$ cat config.mk
export PLATFORM = sky130hd
export DESIGN_NAME = adder_bist_controller
export DESIGN_NICKNAME = d
export VERILOG_FILES = /design/src/rtl/adder_bist_pkg.sv /design/src/rtl/adder_bist_vecgen.sv /design/src/rtl/adder_bist_controller.sv
export SDC_FILE = /design/constraint.sdc
export NUM_CORES = 1
export LEC_CHECK = 0
export BUFFER_PORTS_ARGS = -buffer_cell sky130_fd_sc_hd__buf_2
export CORE_MARGIN = 1
export CORE_UTILIZATION = 50
export CTS_BUF_LIST = sky130_fd_sc_hd__clkbuf_8 sky130_fd_sc_hd__clkbuf_16
export DETAILED_ROUTE_END_ITERATION = 10
export PLACE_DENSITY_LB_ADDON = 0.12
export RECOVER_POWER = 25
export REMOVE_ABC_BUFFERS = 1
export SYNTH_ARGS = -nofsm -noshare
export SYNTH_HDL_FRONTEND = slang
export SYNTH_SLANG_ARGS = --single-unit
$ cat constraint.sdc
create_clock -name clk -period 3 [get_ports clk]
set_input_delay 0.6 -clock clk [delete_from_list [all_inputs] [get_ports clk]]
set_output_delay 0.6 -clock clk [all_outputs]
set_load 0.02 [all_outputs]
$ cat src/rtl/adder_bist_pkg.sv
// Shared definitions for the adder BIST engine: state encoding, width helpers
// and the reference sum used by the checker.
package adder_bist_pkg;

    localparam int unsigned MAX_N = 16;

    typedef logic [1:0] state_t;

    localparam state_t ST_IDLE   = 2'd0;
    localparam state_t ST_SETTLE = 2'd1;
    localparam state_t ST_CHECK  = 2'd2;
    localparam state_t ST_DONE   = 2'd3;

    function automatic int unsigned vec_w(input int unsigned n);
        return 2 * n + 1;
    endfunction

    function automatic int unsigned sum_w(input int unsigned n);
        return n + 1;
    endfunction

    // Full-width a+b+cin; callers keep the low N+1 bits, which hold the whole result.
    function automatic logic [MAX_N:0] golden_sum(input logic [MAX_N-1:0] a,
                                                  input logic [MAX_N-1:0] b,
                                                  input logic             cin);
        return {1'b0, a} + {1'b0, b} + {{MAX_N{1'b0}}, cin};
    endfunction

endpackage

$ cat src/rtl/adder_bist_vecgen.sv
// Vector index and settle counters for the adder BIST; drives the adder operands
// straight from the registered index, ordered {cin, a, b}.
module adder_bist_vecgen
    import adder_bist_pkg::*;
#(
    parameter int unsigned N             = 4,
    parameter int unsigned SETTLE_CYCLES = 1
) (
    input  logic         clk,
    input  logic         rst,
    input  logic         idx_clear,
    input  logic         idx_inc,
    input  logic         wait_clear,
    input  logic         wait_inc,
    output logic [2*N:0] idx,
    output logic         last_vec_c,
    output logic         settle_done_c,
    output logic [N-1:0] dut_a,
    output logic [N-1:0] dut_b,
    output logic         dut_cin
);

    localparam int unsigned VEC_W  = vec_w(N);
    localparam int unsigned WAIT_W = (SETTLE_CYCLES > 1) ? $clog2(SETTLE_CYCLES) : 1;

    logic [WAIT_W-1:0] wait_cnt;

    always_ff @(posedge clk or posedge rst) begin
        if (rst) begin
            idx      <= '0;
            wait_cnt <= '0;
        end else begin
            if (idx_clear) begin
                idx <= '0;
            end else if (idx_inc) begin
                idx <= idx + VEC_W'(1);
            end
            if (wait_clear) begin
                wait_cnt <= '0;
            end else if (wait_inc) begin
                wait_cnt <= wait_cnt + WAIT_W'(1);
            end
        end
    end

    assign last_vec_c    = &idx;
    assign settle_done_c = (wait_cnt == WAIT_W'(SETTLE_CYCLES - 1));

    assign dut_b   = idx[N-1:0];
    assign dut_a   = idx[2*N-1:N];
    assign dut_cin = idx[2*N];

endmodule

$ cat src/rtl/adder_bist_controller.sv
// Exhaustive on-chip self-test for an N-bit adder with carry-in: sweeps every
// {cin,a,b} vector, checks {cout,S} against a+b+cin and reports the verdict.
module adder_bist_controller
    import adder_bist_pkg::*;
#(
    parameter int unsigned N             = 4,
    parameter int unsigned SETTLE_CYCLES = 1,
    parameter int unsigned ERR_W         = 16
) (
    input  logic             clk,
    input  logic             rst,
    input  logic             start,
    output logic [N-1:0]     dut_a,
    output logic [N-1:0]     dut_b,
    output logic             dut_cin,
    input  logic [N-1:0]     dut_s,
    input  logic             dut_cout,
    output logic             busy,
    output logic             done,
    output logic             pass,
    output logic [ERR_W-1:0] err_count,
    output logic             first_fail_valid,
    output logic [2*N:0]     first_fail_vec
);

    localparam int unsigned SUM_W = sum_w(N);

    state_t             state, state_d;
    logic [ERR_W-1:0]   err_d;
    logic               ffv_d;
    logic [2*N:0]       ffvec_d;
    logic               busy_d, done_d, pass_d;
    logic               idx_clear, idx_inc, wait_clear, wait_inc;
    logic [2*N:0]       idx;
    logic               last_vec_c, settle_done_c;
    logic [SUM_W-1:0]   golden;
    logic               mismatch;

    adder_bist_vecgen #(
        .N             (N),
        .SETTLE_CYCLES (SETTLE_CYCLES)
    ) u_vecgen (
        .clk           (clk),
        .rst           (rst),
        .idx_clear     (idx_clear),
        .idx_inc       (idx_inc),
        .wait_clear    (wait_clear),
        .wait_inc      (wait_inc),
        .idx           (idx),
        .last_vec_c    (last_vec_c),
        .settle_done_c (settle_done_c),
        .dut_a         (dut_a),
        .dut_b         (dut_b),
        .dut_cin       (dut_cin)
    );

    assign golden   = SUM_W'(golden_sum(MAX_N'(dut_a), MAX_N'(dut_b), dut_cin));
    assign mismatch = ({dut_cout, dut_s} != golden);

    // Next-state, counter controls and next values of the report registers.
    always_comb begin
        state_d    = state;
        err_d      = err_count;
        ffv_d      = first_fail_valid;
        ffvec_d    = first_fail_vec;
        idx_clear  = 1'b0;
        idx_inc    = 1'b0;
        wait_clear = 1'b0;
        wait_inc   = 1'b0;
        case (state)
            ST_IDLE, ST_DONE: begin
                if (start) begin
                    state_d    = ST_SETTLE;
                    idx_clear  = 1'b1;
                    wait_clear = 1'b1;
                    err_d      = '0;
                    ffv_d      = 1'b0;
                    ffvec_d    = '0;
                end
            end
            ST_SETTLE: begin
                wait_inc = 1'b1;
                if (settle_done_c) begin
                    state_d = ST_CHECK;
                end
            end
            ST_CHECK: begin
                if (mismatch) begin
                    if (!(&err_count)) begin
                        err_d = err_count + ERR_W'(1);
                    end
                    if (!first_fail_valid) begin
                        ffv_d   = 1'b1;
                        ffvec_d = idx;
                    end
                end
                if (last_vec_c) begin
                    state_d = ST_DONE;
                end else begin
                    state_d    = ST_SETTLE;
                    idx_inc    = 1'b1;
                    wait_clear = 1'b1;
                end
            end
            default: begin
                state_d = ST_IDLE;
            end
        endcase
    end

    // Status flags follow the next state so they line up with the state register.
    assign busy_d = (state_d == ST_SETTLE) || (state_d == ST_CHECK);
    assign done_d = (state_d == ST_DONE);
    assign pass_d = (state_d == ST_DONE) && (err_d == '0);

    always_ff @(posedge clk or posedge rst) begin
        if (rst) begin
            state            <= ST_IDLE;
            err_count        <= '0;
            first_fail_valid <= 1'b0;
            first_fail_vec   <= '0;
            busy             <= 1'b0;
            done             <= 1'b0;
            pass             <= 1'b0;
        end else begin
            state            <= state_d;
            err_count        <= err_d;
            first_fail_valid <= ffv_d;
            first_fail_vec   <= ffvec_d;
            busy             <= busy_d;
            done             <= done_d;
            pass             <= pass_d;
        end
    end

endmodule
# Word level (Yosys, flattened, before mapping)
# Index checks and enable logic that the tools add are counted.
# totals
n_memories	0
in_bits	8
regBits	41
output_inout_bits	38
word_cells	61
latchBits	0
romBits	0
ramBits	0
# op_classes
bitwise	0
n_addsub	5
eq_ne	10
n_mul	0
reduce_logical	12
n_div	0
muxes	25
magnitude_cmp	0
shift	0
# op_table
operator	n
$mux 16	3
$mux 9	5
$pmux 16 s2	1
$pmux 9 s2	1
$add 16x1->16 const B	1
$logic_not 16->1	1
$reduce_and 16->1	1
$add 9x1->9 const B	1
$mux 1	9
$reduce_and 9->1	1
$eq 2x2->1 const B	4
$mux 2	3
$ne 2x2->1 const B	3
$pmux 2 s3	1
$reduce_bool 2->1	3
$add 4x4->5	1
$add 5x1->5	1
$ne 5x5->1	1
$eq 2x1->1 const B	2
$pmux 1 s2	2
$reduce_and 4->1	1
$reduce_and 3->1	1
$logic_not 2->1	1
$reduce_or 2->1	1
3 further kinds	3

# Depth between registers and ports, before layout
# logic_depth
ltp_word	7
depth_mapped	12
mapped_depth_nobuf	12

# Cells and area by module
# Synthesis repeated with hierarchy kept, for this count alone.
# unflattened
hier_cells	257
hier_area_um2	2463.6
# modules_own_cells
module	instances	area_each_um2	cells_each	seq_area_each_um2
adder_bist_controller	1	1908.1	200	775.7
adder_bist_vecgen	1	555.5	57	250.2

# Least setup slack after synthesis
# No wires, ideal clock.
# synth_path
kind	flip-flop to flip-flop
start	register u_vecgen.idx[4]
end	register pass
setup_time_ns	0.096
slack_ns	-0.451
path_stages_with_launch	13
required_time_ns	2.904
synth_period_minus_slack_ns	3.451
arrival_time_ns	3.355
n_path_buf	0
cell_sequence	dfrtp_1 inv_1 fa_1 inv_1 fa_1 xnor2_1 nand2_1 or4_4 o21ai_4 or4_2 o21ai_2 or4_4 nor4_2
# synth_between
elab_chain_cells	7
elab_cells_between_ends	11
classes_between	add/sub (2); eq/ne (2); mux (4); reduce/logical (3)
# synth_rtl
item	line	source
start: declaration	adder_bist_vecgen.sv:15	output logic [2*N:0] idx,
start signal: assignment	adder_bist_vecgen.sv:36	idx <= idx + VEC_W'(1);
$add 4x4->5	adder_bist_pkg.sv:26	return {1'b0, a} + {1'b0, b} + {{MAX_N{1'b0}}, cin};
$add 5x1->5	adder_bist_pkg.sv:26	
$ne 5x5->1	adder_bist_controller.sv:58	assign mismatch = ({dut_cout, dut_s} != golden);
$mux 16	adder_bist_controller.sv:88	if (mismatch) begin
$pmux 16 s2	adder_bist_controller.sv:70	case (state)
via err_d[3]	adder_bist_controller.sv:29	logic [ERR_W-1:0] err_d;
$logic_not 16->1	adder_bist_controller.sv:114	assign pass_d = (state_d == ST_DONE) && (err_d == '0);
$logic_and 1x1->1	adder_bist_controller.sv:114	
via pass_d	adder_bist_controller.sv:32	logic busy_d, done_d, pass_d;
end signal: assignment	adder_bist_controller.sv:132	pass <= pass_d;
end: declaration	adder_bist_controller.sv:20	output logic pass,
# The timed path passes the listed nets, and every way through them passes these cells.
# A chain may end at the register's enable or synchronous reset.

# Worst setup path after layout
# layout_path
start	register u_vecgen.idx[0]
end	register pass
# Same word-level chain as after synthesis.

==> summary.md <==
| Metric | Value |
|---|---|
| Initial DRC Count | `236` |
| Seq pwr share | `29.4%` |
| Core ar. | `4750 µm²` |
| EDFF count, synth | `0` |
| Seq/Total Area, Yosys | `41.3%` |
| Post-route DRC | `0` |
| DR vias/cell | `5.85` |
| Synthesized area | `2480 µm²` |
| Die Wd | `72.5 µm` |
| Critical-path top delay cell | `or4_4` |
| Final slew viol count | `42` |
| HP Start | `first_fail_vec[6]` |
| # diodes | `0` |
| Final hold violation count | `0` |
| DR WL met2 | `3470 µm` |
| Failing checks | `capacitance limit, slew limit, setup timing` |
| RSZ-0062 raised after global routing | `true` |
| CTS clk-pin slew, worst paths | `0.08 ns` |
| Num CTS Buffers | `5` |
| R2R depth | `12` |
| FF-to-FF End | `pass` |
| Critical Path RT | `3.21 ns` |
| Crit Path Category | `reg2reg` |
| LEAKAGE | `1.63 nW` |
| Average size of a mapped cell | `9.71 µm²` |
| FP Rows | `25` |
| Post-synth top area cell | `dfrtp_1` |
| Asr flop ratio synth | `100%` |
| Net Switching | `0.907 mW` |
| Startpoint Class | `flip-flop` |
| # hold bufs at CTS | `0` |
| Initial Util | `52.3%` |
| Gate Count Post-Synth | `256` |
| First-pass GRT wire length | `11000 µm` |
| Largest net degree at the start of global routing | `42` |
| Worst Hold Path Cells | `1` |
| Worst IR Drop VDD | `0.633 mV` |
| Cell Chain, Critical Path | `inv_2 -> fa_2 -> inv_2 -> fa_2 -> xnor2_2 -> nand2_2 -> or4_4 -> o21ai_4 -> or4_4 -> o21ai_2 -> or4_4 -> nor4_2` |
| IO Pins | `46` |
| Status | `complete, but fails checks` |
| Synth Flop Type | `dfrtp_1` |
| Syn-to-layout area delta | `32.1%` |
| Sw Share | `39.7%` |
| Bufs on Longest Clock Path | `2` |
| Antenna-violating nets left | `0` |
| Final Util | `69.0%` |
| CTS tree | `done` |
| Placed cell area | `3060 µm²` |
| Via count | `2405` |
| Final wirelength | `6850 µm` |
| Power Internal | `1.38 mW` |
| Tmin final | `3.32 ns` |
| Root Driver | `clkbuf_8` |
| Max layer used | `met4` |
| Worst-case clock skew | `0.00580 ns` |
| Arrival @ worst endpoint | `3.53 ns` |
| Final Setup Violations | `12` |
| Power density over the cells | `696 nW/µm²` |
| Drt wl/cell | `16.7 µm` |
| Initial antenna violation count | `0` |
| Critical path's top delay family | `simple AND/OR/NAND/NOR gates` |
| Crit path buf inv count | `2` |
| Worst r2r src | `u_vecgen.idx[0]` |
| Combinational power share | `50.1%` |
| Die area | `5260 µm²` |
| IO Port Bufs | `45` |
| Layout cells sized above 1 | `37.8%` |
| Total congestion overflow | `0` |
| Synth cell count leaders | `41 x dfrtp_1, 26 x nand2_1, 24 x nor2_1, 10 x a21oi_1, 10 x a22o_1` |
| Top cells by area, synth | `dfrtp_1 41%, ha_1 4.5%, nand2_1 3.9%, nor2_1 3.6%, a22o_1 3.5%` |
| GP Congestion | `0.898` |
| Worst Hold Path EP | `first_fail_vec[6]` |
| Tightest Hold Check Type | `reg2reg` |
| Setup WS post-layout | `-0.319 ns` |
| FMAX | `0.301 GHz` |
| Number of global-route vias before repair | `2230` |
| Slew headroom | `-47.9%` |
| Yosys cell types | `63` |
| CP max stage delay | `0.60 ns` |
| Max-cap violation count | `1` |
| Clock latency on the worst-skew pair | `0.30 ns` |
| Sink Count | `41` |
| Count leader, synth | `dfrtp_1` |
| CP most frequent cell | `or4_4` |
| Crit path max fanout | `4` |
| Metal-1 WL | `2830 µm` |
| H-tree depth | `2` |
| Post-route cell area | `3280 µm²` |
| Yosys reg bits | `41` |
| Clock power frac | `20.5%` |
| Drt first pass iters | `4` |
| Synth top area share | `41.3%` |
| Setup crit end kind | `flip-flop` |
| Post-DP HPWL | `4900 µm` |
| NumNets Final | `362` |
| R2R Setup Slk | `-0.32 ns` |
| Warnings from Yosys | `0` |
| Met3 WL | `440 µm` |
| Worst Max-Slew Pin Slew | `2.22 ns` |
| Post-route clock period utilization | `111%` |
| Die Ht | `72.5 µm` |
| Tot GR Track Use | `28.1%` |
[stage by stage]
| stage | TNS [ns] | power, mW | setup slack, ns | std cells | hold slack (ns) |
|---|---|---|---|---|---|
| 6_report | -1.86 | 2.29 | -0.319 | 411 | 0.512 |
| 5_1_grt | -3.52 | 2.41 | -0.429 | 411 | 0.536 |
| 4_1_cts | -1.03 | 2.31 | -0.264 | 410 | 0.431 |
| 3_5_place_dp | -4.08 | 1.72 | -0.433 | 397 | 0.487 |
| 3_3_place_gp | -2.76 | 1.69 | -0.318 | 397 | 0.483 |
| 2_1_floorplan | -1.69 | 1.28 | -0.452 | 247 | 0.594 |
[cells by family after synthesis]
| kind of cell | share of synthesized area, % |
|---|---|
| multiplexers | 1.26 |
| adder cells (fa/ha/maj) | 6.14 |
| buffers and inverters | 2.77 |
| flip-flops | 41.3 |
| AND/OR/NAND/NOR | 23.1 |
| AO/OA/AOI/OAI | 20.3 |
| XOR/XNOR | 5.14 |
[repair_timing]
item                       in CTS  in global routing
cloned                          1                  0
setup buffers                   4                  2
pin swaps                      14                 14
gates resized for setup        18                  4
setup endpoints to repair      13                 11
[layout make-up]
cell class	instances	area, µm²
fillers	378	1470
multi-input cells	197	1450
flip-flops and latches	41	1030
repair buffers	89	573
well taps	67	83.8
clock buffers	6	82.6
clock inverters	2	33.8
inverters	9	33.8
[sequential cells by signal (all words and copies together) (netlist names)]
name,count
err_count,16
first_fail_vec,9
u_vecgen.idx,9
state,2
busy,1
done,1
first_fail_valid,1
pass,1
u_vecgen.wait_cnt,1
[per-layer routing]
metal	track usage (%)	vias to the layer above
met5	0	-
met4	12.9	0
met3	5.00	16
met2	45.6	101
met1	36.6	1161
li1	-	1127
[power groups by stage]
stage	logic (mW)	clock network [mW]	registers, mW
finish	1.15	0.469	0.672
global route	1.23	0.497	0.677
detailed placement	1.04	0	0.679
CTS	1.16	0.480	0.671
global placement	1.02	0	0.675
floorplan	0.532	0	0.745
[layout by cell type (no fill, tap or decap), types with 3 or more instances in the layout]
cell type,instances
buf_2,45
dfrtp_1,41
buf_4,41
nor2_1,24
nand2_1,24
a22o_1,10
a21oi_1,9
nand3_1,9
ha_1,9
inv_1,8
nor3_1,6
clkbuf_8,6
xor2_1,5
and3_1,5
nand4_1,5
o211ai_1,5
o21ai_0,4
a31o_2,4
nor2b_1,3
xnor2_1,3
xnor2_2,3
and4_1,3
or2_2,3
or4_4,3
nor3b_1,3
[how the worst max path moves through the flow]
stage / slack, ns / cells past startpoint / startpoint / end
5_1_grt: -0.43 / 12 / u_vecgen.idx[0] / pass
2_1_floorplan: -0.45 / 12 / u_vecgen.idx[4] / pass
3_3_place_gp: -0.32 / 12 / u_vecgen.idx[4] / pass
6_report: -0.32 / 12 / u_vecgen.idx[0] / pass
3_5_place_dp: -0.43 / 12 / u_vecgen.idx[4] / pass
4_1_cts: -0.26 / 12 / u_vecgen.idx[0] / pass
No activity file was read; power rests on OpenSTA's default activity.
